==> config.mk <==
export PLATFORM = sky130hd
export DESIGN_NAME = slv_req_arbiter
export DESIGN_NICKNAME = d
export VERILOG_FILES = /design/src/rtl/slv_req_arbiter_pkg.sv /design/src/rtl/types_amba_pkg.sv /design/src/rtl/slv_req_arbiter.sv
export SDC_FILE = /design/constraint.sdc
export NUM_CORES = 1
export LEC_CHECK = 0
export BUFFER_PORTS_ARGS = -buffer_cell sky130_fd_sc_hd__buf_2
export CAP_MARGIN = 20
export CORE_AREA = 8 8 180 182
export DETAILED_ROUTE_END_ITERATION = 8
export DIE_AREA = 0 0 188 190
export GPL_TIMING_DRIVEN = 1
export PLACE_DENSITY = 0.44
export SLEW_MARGIN = 15
export SYNTH_ARGS = -nofsm -noshare
export SYNTH_HDL_FRONTEND = slang
export SYNTH_SLANG_ARGS = --single-unit
==> constraint.sdc <==
create_clock -name i_clk -period 2.9 [get_ports i_clk]
set_input_delay 0.145 -clock i_clk [delete_from_list [all_inputs] [get_ports i_clk]]
set_output_delay 0.145 -clock i_clk [all_outputs]
set_load 0.02 [all_outputs]
==> src/rtl/slv_req_arbiter_pkg.sv <==
// slv_req_arbiter_pkg: state encoding, sizing constants and the register
// struct (with its reset value) for slv_req_arbiter.
// Configuration macro: SLV_REQ_ARB_RR_EN (defined = round-robin, adds the
// last-owner register; undefined = fixed priority to port 0).
package slv_req_arbiter_pkg;

  localparam int unsigned ARB_PORTS     = 2;
  localparam int unsigned ARB_CNT_BITS  = 4;
  localparam int unsigned ARB_SIZE_BITS = 8;

  localparam logic [ARB_CNT_BITS-1:0] ARB_OUTSTANDING_MAX = 4'd15;

  typedef enum logic [1:0] {
    ARB_IDLE  = 2'd0,
    ARB_GRANT = 2'd1,
    ARB_DRAIN = 2'd2
  } arb_state_e;

  typedef struct packed {
    arb_state_e              state;
    logic                    owner;
    logic [ARB_CNT_BITS-1:0] outstanding;
`ifdef SLV_REQ_ARB_RR_EN
    logic                    last_owner;
`endif
  } arb_reg_t;

  // last_owner resets to 1 so port 0 wins the first contested round.
  localparam arb_reg_t ARB_REG_RESET = '{
    state:       ARB_IDLE,
    owner:       1'b0,
`ifdef SLV_REQ_ARB_RR_EN
    outstanding: '0,
    last_owner:  1'b1
`else
    outstanding: '0
`endif
  };

endpackage

==> src/rtl/types_amba_pkg.sv <==
// types_amba_pkg: system bus width constants shared by bus-facing blocks.
package types_amba_pkg;

  localparam int unsigned CFG_SYSBUS_ADDR_BITS  = 32;
  localparam int unsigned CFG_SYSBUS_DATA_BITS  = 64;
  localparam int unsigned CFG_SYSBUS_DATA_BYTES = CFG_SYSBUS_DATA_BITS / 8;

endpackage

==> src/rtl/slv_req_arbiter.sv <==
// slv_req_arbiter: two-requester arbiter in front of one shared memory port.
// A grant is locked for a whole burst (until a beat with last is accepted),
// then the arbiter drains outstanding responses before re-arbitrating.
//
// Ports:
//   i_clk, i_rst            clock, synchronous active-high reset
//   i_req_*  [1:0]          per-requester request (valid/addr/size/write/wdata/wstrb/last)
//   o_req_ready [1:0]       per-requester accept
//   o_resp_valid [1:0]      per-requester response valid; rdata/err shared
//   o_mem_req_*             request to the shared memory port, i_mem_req_ready accept
//   i_mem_resp_*            memory response (valid/rdata/err)
//   o_owner, o_busy         current grant owner, non-idle indicator
//
// Configuration macro: SLV_REQ_ARB_RR_EN selects round-robin arbitration;
// when undefined port 0 has fixed priority.
module slv_req_arbiter
  import types_amba_pkg::*;
  import slv_req_arbiter_pkg::*;
(
  input  logic                                             i_clk,
  input  logic                                             i_rst,
  input  logic [ARB_PORTS-1:0]                             i_req_valid,
  input  logic [ARB_PORTS-1:0][CFG_SYSBUS_ADDR_BITS-1:0]   i_req_addr,
  input  logic [ARB_PORTS-1:0][ARB_SIZE_BITS-1:0]          i_req_size,
  input  logic [ARB_PORTS-1:0]                             i_req_write,
  input  logic [ARB_PORTS-1:0][CFG_SYSBUS_DATA_BITS-1:0]   i_req_wdata,
  input  logic [ARB_PORTS-1:0][CFG_SYSBUS_DATA_BYTES-1:0]  i_req_wstrb,
  input  logic [ARB_PORTS-1:0]                             i_req_last,
  output logic [ARB_PORTS-1:0]                             o_req_ready,
  output logic [ARB_PORTS-1:0]                             o_resp_valid,
  output logic [CFG_SYSBUS_DATA_BITS-1:0]                  o_resp_rdata,
  output logic                                             o_resp_err,
  output logic                                             o_mem_req_valid,
  output logic [CFG_SYSBUS_ADDR_BITS-1:0]                  o_mem_req_addr,
  output logic [ARB_SIZE_BITS-1:0]                         o_mem_req_size,
  output logic                                             o_mem_req_write,
  output logic [CFG_SYSBUS_DATA_BITS-1:0]                  o_mem_req_wdata,
  output logic [CFG_SYSBUS_DATA_BYTES-1:0]                 o_mem_req_wstrb,
  output logic                                             o_mem_req_last,
  input  logic                                             i_mem_req_ready,
  input  logic                                             i_mem_resp_valid,
  input  logic [CFG_SYSBUS_DATA_BITS-1:0]                  i_mem_resp_rdata,
  input  logic                                             i_mem_resp_err,
  output logic                                             o_owner,
  output logic                                             o_busy
);

  arb_reg_t r;
  arb_reg_t v;
  logic     full;
  logic     own_ready;
  logic     accept;
  logic     dec;
  logic     sel;

  // Arbitration pick; only consulted when at least one port is valid.
`ifdef SLV_REQ_ARB_RR_EN
  function automatic logic arb_select(input logic [1:0] valid, input logic last_owner);
    if (valid == 2'b11) return ~last_owner;
    return (valid == 2'b10);
  endfunction
`else
  function automatic logic arb_select(input logic [1:0] valid);
    return (valid == 2'b10);
  endfunction
`endif

  // Next-state and output decode.
  always_comb begin
    v               = r;
    o_req_ready     = '0;
    o_resp_valid    = '0;
    o_mem_req_valid = 1'b0;

`ifdef SLV_REQ_ARB_RR_EN
    sel = arb_select(i_req_valid, r.last_owner);
`else
    sel = arb_select(i_req_valid);
`endif

    full      = (r.outstanding == ARB_OUTSTANDING_MAX);
    own_ready = (r.state == ARB_GRANT) & i_mem_req_ready & ~full;
    accept    = i_req_valid[r.owner] & own_ready;
    // A response with nothing outstanding is still forwarded but never decrements.
    dec       = i_mem_resp_valid & (r.outstanding != '0);
    v.outstanding = r.outstanding + ARB_CNT_BITS'(accept) - ARB_CNT_BITS'(dec);

    // Data fields always follow the current owner, valid is gated by state.
    o_mem_req_addr  = i_req_addr[r.owner];
    o_mem_req_size  = i_req_size[r.owner];
    o_mem_req_write = i_req_write[r.owner];
    o_mem_req_wdata = i_req_wdata[r.owner];
    o_mem_req_wstrb = i_req_wstrb[r.owner];
    o_mem_req_last  = i_req_last[r.owner];

    o_resp_valid[r.owner] = i_mem_resp_valid;
    o_resp_rdata          = i_mem_resp_rdata;
    o_resp_err            = i_mem_resp_err;

    case (r.state)
      ARB_IDLE: begin
        if (|i_req_valid) begin
          v.owner = sel;
          v.state = ARB_GRANT;
`ifdef SLV_REQ_ARB_RR_EN
          v.last_owner = sel;
`endif
        end
      end
      ARB_GRANT: begin
        o_mem_req_valid       = i_req_valid[r.owner] & ~full;
        o_req_ready[r.owner]  = own_ready;
        if (accept && i_req_last[r.owner]) v.state = ARB_DRAIN;
      end
      ARB_DRAIN: begin
        if (v.outstanding == '0) v.state = ARB_IDLE;
      end
      default: v.state = ARB_IDLE;
    endcase

    o_owner = r.owner;
    o_busy  = (r.state != ARB_IDLE);
  end

  // State register.
  always_ff @(posedge i_clk) begin
    if (i_rst) r <= ARB_REG_RESET;
    else       r <= v;
  end

endmodule

* After elaboration in Yosys (flattened, before gate mapping)
Index checks and enable logic that the tools add are counted.
** Word-level totals
- Register bits after elaboration :: 7
- Output and inout bits :: 186
- Word-level logic and storage cells :: 53
** Operators by class
- Add/subtract/negate cells :: 2
- Magnitude comparators :: 2
- Equal/unequal tests :: 7
- Multiplexer cells :: 22
- Bitwise operators :: 8
- Reductions and logical operators :: 9
** Operators with widths (count)
- 64-bit 2-to-1 mux :: 2
- 32-bit 2-to-1 mux :: 2
- 8-bit 2-to-1 mux :: 4
- 1-bit 2-to-1 mux :: 8
- 2-bit 2-to-1 mux :: 3
- 2-bit case mux with 3 select lines :: 1
- 1-bit bitwise AND :: 5
- 4-bit by 1-bit adder with 4-bit output :: 1
- 2-bit bitwise AND :: 2
- 2-bit == test (second input constant) :: 2
- 4-bit == test (second input constant) :: 1
- 4-bit logical NOT :: 1
- 2-bit inequality test (second input constant) :: 2
- 4-bit nonzero test :: 1
- 4-bit by 1-bit subtractor with 4-bit output :: 1
- 3-bit 2-to-1 mux :: 1
- 3-bit AND reduction :: 1
- 2-bit by 1-bit == test with 1-bit output (second input constant) :: 1
- 1-bit logical AND :: 2
- 2-bit logical NOT :: 1
- 1-bit by 2-bit less-than comparator with 1-bit output (second input constant) :: 1
- 2-bit by 1-bit inequality test with 1-bit output (second input constant) :: 1
- 2-bit AND reduction :: 1
- 2-bit nonzero test :: 1
- other kinds (4) :: 4

* Depth between registers and ports, before layout
Gate-level depths: netlist of run 1.
- Depth after elaboration :: 9
- Mapped depth :: 13

* Worst setup path before layout of run 1
Ideal clock, no wire load.
- Path kind :: reg-to-reg
- From :: register r[2] (netlist name)
- To :: register r[6] (netlist name)
- Library setup time :: 123 ps
- Arrival time :: 2647 ps
- Required time :: 2777 ps
- Setup slack :: 130 ps
- Cell stages (with the launch flop) :: 14
- Buffers on the path :: 0
- Clock period less this slack :: 2770 ps
- Path through :: dfxtp_1 -> ha_1 -> nand3_1 -> nand4b_1 -> or2_2 -> ha_1 -> inv_1 -> ha_1 -> inv_1 -> fa_1 -> xnor2_1 -> or3b_1 -> o311ai_2 -> a21oi_1
** On the way
- Longest elaborated chain between the ends :: 9
- Elaborated cells on any way between the ends :: 13
- Classes of those cells :: add/sub (2); eq/ne (3); bitwise (4); reduce/logical (4)
** Ends and longest elaborated chain
- from (decl) :: line slv_req_arbiter.sv:48 : arb_reg_t r;
- from (signal assigned) :: line slv_req_arbiter.sv:128 : else r <= v;
- 4-bit == test :: line slv_req_arbiter.sv:81 : full = (r.outstanding == ARB_OUTSTANDING_MAX);
- 1-bit inverter :: line slv_req_arbiter.sv:82 : own_ready = (r.state == ARB_GRANT) & i_mem_req_ready & ~full;
- 1-bit bitwise AND :: line slv_req_arbiter.sv:82
- 1-bit bitwise AND :: line slv_req_arbiter.sv:83 : accept = i_req_valid[r.owner] & own_ready;
- 4-bit by 1-bit adder with 4-bit output :: line slv_req_arbiter.sv:86 : v.outstanding = r.outstanding + ARB_CNT_BITS'(accept) - ARB_CNT_BITS'(dec);
- 4-bit by 1-bit subtractor with 4-bit output :: line slv_req_arbiter.sv:86
- 4-bit logical NOT :: line slv_req_arbiter.sv:116 : if (v.outstanding == '0) v.state = ARB_IDLE;
- 2-bit inequality test (no line)
- 3-bit AND reduction (no line) (*)
Mark *: on every way between the ends. The rest lies on a longest branch, timed or not.
A chain may end at the register's enable or synchronous reset.

* Worst setup path after layout of run 1
Same ends and word-level chain as after synthesis.

==> results of run 1 <==
[where the power goes]
part / switching, W / internal, W / leakage (nW) / total (W)
Clock: 0.0000580 / 0.000183 / 0.0382 / 0.000241
Combinational: 0.000621 / 0.000574 / 1.99 / 0.00119
Sequential: 0.0000234 / 0.000126 / 0.0586 / 0.000150
[repair_timing]
action	4_1_cts	5_1_grt
setup endpoints to repair	0	1
buffers inserted	0	1
gates resized for setup	0	12
[path summary, 6_finish.rpt]
check	to	start	slack (ns)
worst max-delay path	r[6]	r[2]	0.13
worst min-delay path	o_owner	i_req_valid[0]	0.12
worst max register to register	r[6]	r[2]	0.13
worst min register to register	r[6]	r[6]	0.54
[layout make-up]
class | count | area, sq um | share of cell area [%]
Clock buffer | 4 | 78.8 | 1.89
Inverter | 11 | 41.3 | 0.988
Multi-Input combinational cell | 150 | 1620 | 38.7
Sequential cell | 7 | 144 | 3.44
Tap cell | 390 | 488 | 11.7
Timing Repair Buffer | 359 | 1810 | 43.3
[cell usage in the layout (no fill, tap or decap)]
master / count
o311ai_2: 1
buf_2: 354
xnor2_2: 1
mux2i_1: 2
ha_2: 1
nor2_1: 6
a211oi_1: 1
inv_2: 2
clkbuf_1: 1
nand4b_1: 1
a21boi_1: 1
dfxtp_4: 1
and2_1: 1
a21oi_1: 4
ha_4: 2
buf_4: 5
or3b_4: 1
nand3_1: 1
ha_1: 3
or3_1: 1
clkbuf_16: 3
or2_4: 1
o311a_1: 1
and3_1: 1
nor4b_1: 1
mux2_2: 113
nand3_2: 1
nor2b_1: 3
dfxtp_1: 6
fa_2: 1
o21ba_2: 1
inv_1: 9
[sequential cells by signal, indices dropped and copies added (netlist names)]
signal / cells
r: 6
o_owner: 1
[worst max-delay path, delay by kind of cell (launching register included)]
kind            cells  cell delay [ns]
buf+inv             2             0.10
simple gates        4             0.81
fa+ha+maj           4             1.09
compound gates      2             0.34
flops               1             0.30
[cell families after synthesis]
| family | after synthesis | synth area share, % |
|---|---|---|
| mux | 115 | 56.0 |
| buf+inv | 89 | 25.9 |
| simple gates | 18 | 4.45 |
| compound gates | 9 | 3.09 |
| fa+ha+maj | 7 | 4.12 |
| flops | 7 | 6.07 |
| xor+xnor | 1 | 0.380 |
[layer usage]
layer	vias up	GRT usage (%)	share of wire, %
met2	263	12.0	44
met4	2	0.545	0.20
li1	1367	-	-
met3	5	4.78	14
met1	1274	8.96	42
met5	-	1.37	0.44
[metrics by stage]
| step | instances | setup WS, ns | power, W | util, % |
|---|---|---|---|---|
| floorplan | 246 | 0.130 | 0.000921 | - |
| global placement | 916 | 0.0732 | 0.00122 | 13.8 |
| finish | 921 | 0.132 | 0.00159 | 14.2 |
| CTS | 920 | 0.0111 | 0.00148 | 14.0 |
| global route | 921 | 0.0295 | 0.00171 | 14.2 |
| detailed placement | 916 | 0.0184 | 0.00123 | 13.8 |
[cell usage after synthesis, drive strengths merged, types with 2 or more instances]
library cell	instances	share of area [%]
ha	6	3.3
buf	78	24
mux2i	2	0.87
dfxtp	7	6.1
inv	11	1.8
a21oi	4	0.87
nor2	6	0.98
nand3	2	0.43
nor2b	3	0.81
mux2	113	55
==> results.yml, run 1 <==
final_layout:
  fin_area_sq_mm: 0.00418
  final_nets: 838
  antennaDiodeCount: 0
  drive_gt1_share_pct: 91.9
  syn2layout_area_growth_pct: 81.1
  num-fill-cells: 3400
logic_synthesis:
  ys_seq_area_share_pct: 6.07
  yosysWarnings: 0
  ys_ff_latch: 7
  synth.distinct_cells: 25
  synth_edf_count: 0
  async_flop_share_pct: 0
  synth-main-ff-cell: "dfxtp_1"
  syn_nets: 552
  syn_avg_cell_area_sq_um: 9.38
  synth_area_sq_mm: 0.00231
  syn_inst: 246
routing:
  first_pass_iters: 4
  vias: 2911
  wl_per_cell_um: 16.7
  drt_wl_total_um: 15400
  drtIter0Drc: 45
  drcViolationCount: 0
  ant_nets: 0
  viasPerCell: 3.16
floorplanning:
  fp.dieH_um: 190
  die_w_um: 188
  rows: 63
  dieArea_sq_mm: 0.0357
  initial_core_util_pct: 7.85
  coreArea_sq_mm: 0.0294
  io-pin-count: 485
sta:
  hold_viol_final: 0
  worst_slew_pin_slew_ns: 0.814
  relSlewSlack_pct: 45.7
  setup_viol: 0
  worst_hold_slack_ns: 0.123
  rsz0062_at_grt: "no"
  fin_skew_ns: 0.000320
  timing.final.crit_share_pct: 95.4
  setup_tns_ns: 0
  period_minus_slack_ns: 2.77
  drv_slew: 0
  timing.fmax_mhz: 361
power:
  vdd_drop_max_mv: 0.401
  powerDensity_mw_per_mm2: 379
  total_leakage_power_nw: 2.09
clock_network:
  cts_tree: "done"
  clock_latency_ns: 0.23
  cts_sinks: 7
  cts-buffers-inserted: 3
  clkTransAtPathRegs_ns: 0.04
  cts-hold-fix-buffers: 0
  htree_levels: 1
  clk_path_buf_depth: 2
  root_buffer: "clkbuf_16"
setup_path:
  worstRegToRegCells: 12
  crit_type: "reg2reg"
  startpoint_type: "flop"
  required_ns: 3.01
  crit_path_cell_trace: "ha_2, nand3_2, nand4b_1, or2_4, ha_4, inv_2, ha_4, inv_2, fa_2, or3b_4, o311ai_2, a21oi_1"
  worstSetupEndpointType: "flop"
  crit_path_max_fanout: 2
  cp_slowest_cell: "fa_2"
  crit_path_max_incr_delay_ns: 0.57
  critPathArrivalTime_ns: 2.88
global_route:
  antenna_found_initial: 0
  grt-ovfl-total: 0
  grt_max_degree: 64
  grt_pass1_vias: 3200
  grt_first_pass_wirelength_um: 21300
  grt_usage_pct: 7.64
placed_design:
  dpl-instance-area_sq_mm: 0.00405
  gp_congestion: 0.807
  hpwl_um: 14000
  io_buffer_count: 354
job:
  drv_cap: 0
min_path:
  hold_class: "in2reg"
  min_path_cells: 2
outcome:
  status: "complete, no violations"
(Power assumes the default switching activity.)
==> inputs of run 2 (changes only) <==
--- a/config.mk
+++ b/config.mk
@@ -11,6 +11,7 @@
 export DETAILED_ROUTE_END_ITERATION = 8
 export DIE_AREA = 0 0 188 190
 export GPL_TIMING_DRIVEN = 1
+export MAX_ROUTING_LAYER = met4
 export PLACE_DENSITY = 0.44
 export SLEW_MARGIN = 15
 export SYNTH_ARGS = -nofsm -noshare
==> results.yml, run 2 (synthesis gave the netlist of run 1 again) <==
sta:
  relSlewSlack_pct: 45.2
  hold_viol_final: 0
  setup_viol: 0
  setup_slack_ns: 0.132
  fin_skew_ns: 0.000223
  worst_slew_pin_slew_ns: 0.822
  rsz0062_at_grt: "no"
  setup_tns_ns: 0
  period_minus_slack_ns: 2.77
  timing.final.crit_share_pct: 95.4
  timing.fmax_mhz: 361
  drv_slew: 0
setup_path:
  critPathBufInv: 2
  crit_path_cell_trace: "ha_2, nand3_2, nand4b_1, or2_4, ha_4, inv_2, ha_4, inv_2, fa_2, or3b_4, o311ai_2, a21oi_1"
  startpoint_type: "flop"
  cp_slowest_cell: "fa_2"
  crit_type: "reg2reg"
  crit_path_max_fanout: 2
  critPathArrivalTime_ns: 2.88
  required_ns: 3.01
  worstSetupEndpointType: "flop"
  crit_path_max_incr_delay_ns: 0.57
  critPathTopFamily: "adder cells"
floorplanning:
  dieArea_sq_mm: 0.0357
  initial_core_util_pct: 7.85
  io-pin-count: 485
  die_w_um: 188
  rows: 63
  fp.dieH_um: 190
  coreArea_sq_mm: 0.0294
final_layout:
  drive_gt1_share_pct: 91.9
  regMostFlops: "r"
  multi_input_area_sq_mm: 0.00162
  largest_register_ffs: 6
  num-fill-cells: 3400
  final_cell_mix: "buf_2 (354), mux2_2 (113), inv_1 (9), nor2_1 (6), dfxtp_1 (6)"
  antennaDiodeCount: 0
  layout_commonest_cell: "buf_2"
  seqCellArea_sq_um: 144
  final_nets: 838
  syn2layout_area_growth_pct: 81.1
outcome:
  status: "complete, no violations"
clock_network:
  cts_tree: "done"
  clock_latency_ns: 0.23
  htree_levels: 1
  cts-hold-fix-buffers: 0
  cts-buffers-inserted: 3
  cts_sinks: 7
  clk_path_buf_depth: 2
  clkTransAtPathRegs_ns: 0.04
  root_buffer: "clkbuf_16"
power:
  pwr-share-comb_pct: 75.5
  powerDensity_mw_per_mm2: 379
  total_leakage_power_nw: 2.09
  p_switching_w: 0.000701
  vdd_drop_max_mv: 0.402
  power.sequential.fraction_pct: 9.5
  p_clk_share_pct: 15.1
  p_sw_share_pct: 44.2
  p_int_w: 0.000884
global_route:
  grt_first_pass_wirelength_um: 21300
  grt_usage_pct: 7.88
  grt-ovfl-total: 0
  antenna_found_initial: 0
  grt_pass1_vias: 3186
  grt_max_degree: 64
routing:
  drt_wl_total_um: 15400
  vias: 2887
  first_pass_iters: 4
  ant_nets: 0
  drcViolationCount: 0
  viasPerCell: 3.13
  wl_per_cell_um: 16.7
  drtIter0Drc: 39
placed_design:
  io_buffer_count: 354
  gp_congestion: 0.819
  dp_slack_ns: 0.0184
  hpwl_um: 14000
job:
  drv_cap: 0
min_path:
  hold_class: "in2reg"
[run 2: final timing paths]
check / start / end / slack [ns] / cells after the start
min reg2reg: r[6] / r[6] / 0.54 / 2
max: r[2] / r[6] / 0.13 / 12
min: i_req_valid[0] / o_owner / 0.13 / 2
max reg2reg: r[2] / r[6] / 0.13 / 12
[run 2: metrics by stage]
| stage | utilization (%) | hold slack [ns] | power, W | std cells | cell area, sq um |
|---|---|---|---|---|---|
| 3_3_place_gp | 13.8 | 0.290 | 0.00122 | 916 | 4050 |
| 6_report | 14.2 | 0.126 | 0.00158 | 921 | 4180 |
| 3_5_place_dp | 13.8 | 0.290 | 0.00123 | 916 | 4050 |
| 2_1_floorplan | - | 0.212 | 0.000921 | 246 | 2310 |
| 5_1_grt | 14.2 | 0.133 | 0.00171 | 921 | 4180 |
| 4_1_cts | 14.0 | 0.119 | 0.00148 | 920 | 4120 |
[run 2: worst reg2reg max path, stage by stage, from the launching register on]
cell and delay, ns:
dfxtp_1 0.30, ha_2 0.18, nand3_2 0.07, nand4b_1 0.11
or2_4 0.25, ha_4 0.21, inv_2 0.06, ha_4 0.13
inv_2 0.04, fa_2 0.57, or3b_4 0.38, o311ai_2 0.25
a21oi_1 0.09
[run 2: power groups by stage]
stage	clock network [W]	registers [W]	logic, W
6_report	0.000239	0.000150	0.00120
5_1_grt	0.000253	0.000154	0.00130
4_1_cts	0.000245	0.000144	0.00110
3_5_place_dp	0	0.000146	0.00109
3_3_place_gp	0	0.000145	0.00108
2_1_floorplan	0	0.000150	0.000771
[run 2: cell type report]
| type | instances | area share [%] |
|---|---|---|
| well taps | 390 | 11.7 |
| clock buffers | 4 | 1.89 |
| multi-input cells | 150 | 38.7 |
| repair buffers | 359 | 43.3 |
| inverters | 11 | 0.988 |
| flip-flops and latches | 7 | 3.44 |
[run 2: repair_timing]
item,CTS,global route
resized for setup,0,12
endpoints found under the setup margin,0,1
buffers inserted,0,1
[run 2: per-layer routing]
layer / GRT usage [%] / wire length (um)
met1: 9.13 / 6480
met2: 12.0 / 6800
met3: 4.72 / 2070
met4: 0.545 / 20
met5: - / 0
==> inputs of run 3 (changes only) <==
--- a/config.mk
+++ b/config.mk
@@ -13,6 +13,7 @@
 export GPL_TIMING_DRIVEN = 1
 export MAX_ROUTING_LAYER = met4
 export PLACE_DENSITY = 0.44
+export SETUP_SLACK_MARGIN = 0.15
 export SLEW_MARGIN = 15
 export SYNTH_ARGS = -nofsm -noshare
 export SYNTH_HDL_FRONTEND = slang
==> results.yml, run 3 (synthesis gave the netlist of run 1 again) <==
power:
  vdd_drop_max_mv: 0.454
  powerDensity_mw_per_mm2: 378
  total_leakage_power_nw: 2.16
sta:
  drv_slew: 0
  rsz0062_at_grt: "yes"
  worst_slew_pin_slew_ns: 0.663
  period_minus_slack_ns: 2.75
  setup_viol: 0
  setup_tns_ns: 0
  timing.final.crit_share_pct: 95.0
  hold_viol_final: 0
  fin_skew_ns: 0.00531
  setup_slack_ns: 0.145
  timing.fmax_mhz: 363
  relSlewSlack_pct: 55.8
floorplanning:
  dieArea_sq_mm: 0.0357
  coreArea_sq_mm: 0.0294
  rows: 63
  fp.dieH_um: 190
  die_w_um: 188
  initial_core_util_pct: 7.85
  io-pin-count: 485
routing:
  drt_wl_total_um: 15200
  ant_nets: 0
  first_pass_iters: 4
  wl_per_cell_um: 16.3
  viasPerCell: 3.21
  drcViolationCount: 0
  vias: 2991
  drtIter0Drc: 55
final_layout:
  largest_register_ffs: 6
  layout_commonest_cell: "buf_2"
  drive_gt1_share_pct: 93.2
  syn2layout_area_growth_pct: 88.9
  antennaDiodeCount: 0
  final_cell_mix: "buf_2 (352), mux2_2 (113), buf_6 (11), inv_1 (9), buf_4 (8)"
  final_nets: 850
  regMostFlops: "r"
clock_network:
  cts-hold-fix-buffers: 0
  htree_levels: 1
  root_buffer: "clkbuf_16"
  clkTransAtPathRegs_ns: 0.04
  cts_sinks: 7
  clock_latency_ns: 0.24
  cts-buffers-inserted: 3
  clk_path_buf_depth: 2
  cts_tree: "done"
global_route:
  grt-ovfl-total: 0
  grt_usage_pct: 7.79
  grt_pass1_vias: 3080
  antenna_found_initial: 0
  grt_max_degree: 71
  grt_first_pass_wirelength_um: 21000
setup_path:
  rrSetupSlack_ns: 0.15
  startpoint_type: "flop"
  required_ns: 3.02
  critPathArrivalTime_ns: 2.87
  crit_path_max_fanout: 2
  rr_startpoint: "r[2]"
  crit_start: "r[2]"
  worstSetupEndpointType: "flop"
  crit_type: "reg2reg"
outcome:
  status: "complete, no violations"
min_path:
  hold_class: "in2reg"
  hp-start: "i_req_valid[0]"
placed_design:
  dp_slack_ns: 0.0813
  hpwl_um: 13500
  gp_congestion: 0.792
  io_buffer_count: 354
job:
  drv_cap: 0
==> run 3: cell types whose count changed in the layout (fill, tap and decap cells not counted), sizes merged <==
cell	before	now
buf	359	371
clkbuf	4	3
clkinv	0	1
==> run 3: layer usage <==
metal  routed length (um)  vias to the layer above  GRT usage (%)
li1                     -                     1393              -
met1                 6130                     1327           8.92
met2                 6830                      266           11.8
met3                 2180                        5           5.05
met4                   42                        0          0.364
met5                    0                        -              -
==> run 3: per-stage QoR <==
stage          cell area, sq um  power (W)  hold slack, ns  utilization [%]  instances
2_1_floorplan              2310   0.000921           0.212                -        246
5_1_grt                    4360    0.00176           0.129             14.8        933
3_5_place_dp               4040    0.00120           0.290             13.7        915
6_report                   4360    0.00165           0.116             14.8        933
4_1_cts                    4260    0.00157           0.114             14.5        932
3_3_place_gp               4040    0.00120           0.290             13.7        915
==> run 3: what timing repair did <==
item	in CTS	in global routing
buffers inserted	13	1
setup endpoints to repair	1	55
pin swaps	8	9
gates resized for setup	12	22
==> run 3: worst paths after layout <==
path / endpoint / cells after the start
max reg2reg: r[6] / 12
max: r[6] / 12
min reg2reg: r[6] / 2
min: o_owner / 2
==> run 3: report_power, final <==
| group | total [W] | switching [W] | internal, W |
|---|---|---|---|
| logic | 0.00123 | 0.000617 | 0.000615 |
| registers | 0.000174 | 0.0000447 | 0.000129 |
| clock network | 0.000243 | 0.0000613 | 0.000182 |
| total | 0.00165 | 0.000723 | 0.000925 |
==> run 3: cell type report <==
class,count,area (sq um)
fill,3352,25000
clock buffer,3,75.1
clock inverter,1,5.00
tap,390,488
multi-input combinational,150,1660
inverter,11,43.8
timing repair buffer,371,1950
sequential,7,146
==> run 3: critical path: stages (launching register included) <==
cell	delay (ns)
dfxtp_2	0.33
ha_4	0.16
nand3_4	0.08
nand4b_1	0.14
or2_4	0.29
ha_4	0.22
inv_4	0.05
ha_4	0.12
inv_2	0.03
fa_2	0.52
or3b_4	0.38
o311ai_2	0.21
a21oi_1	0.09
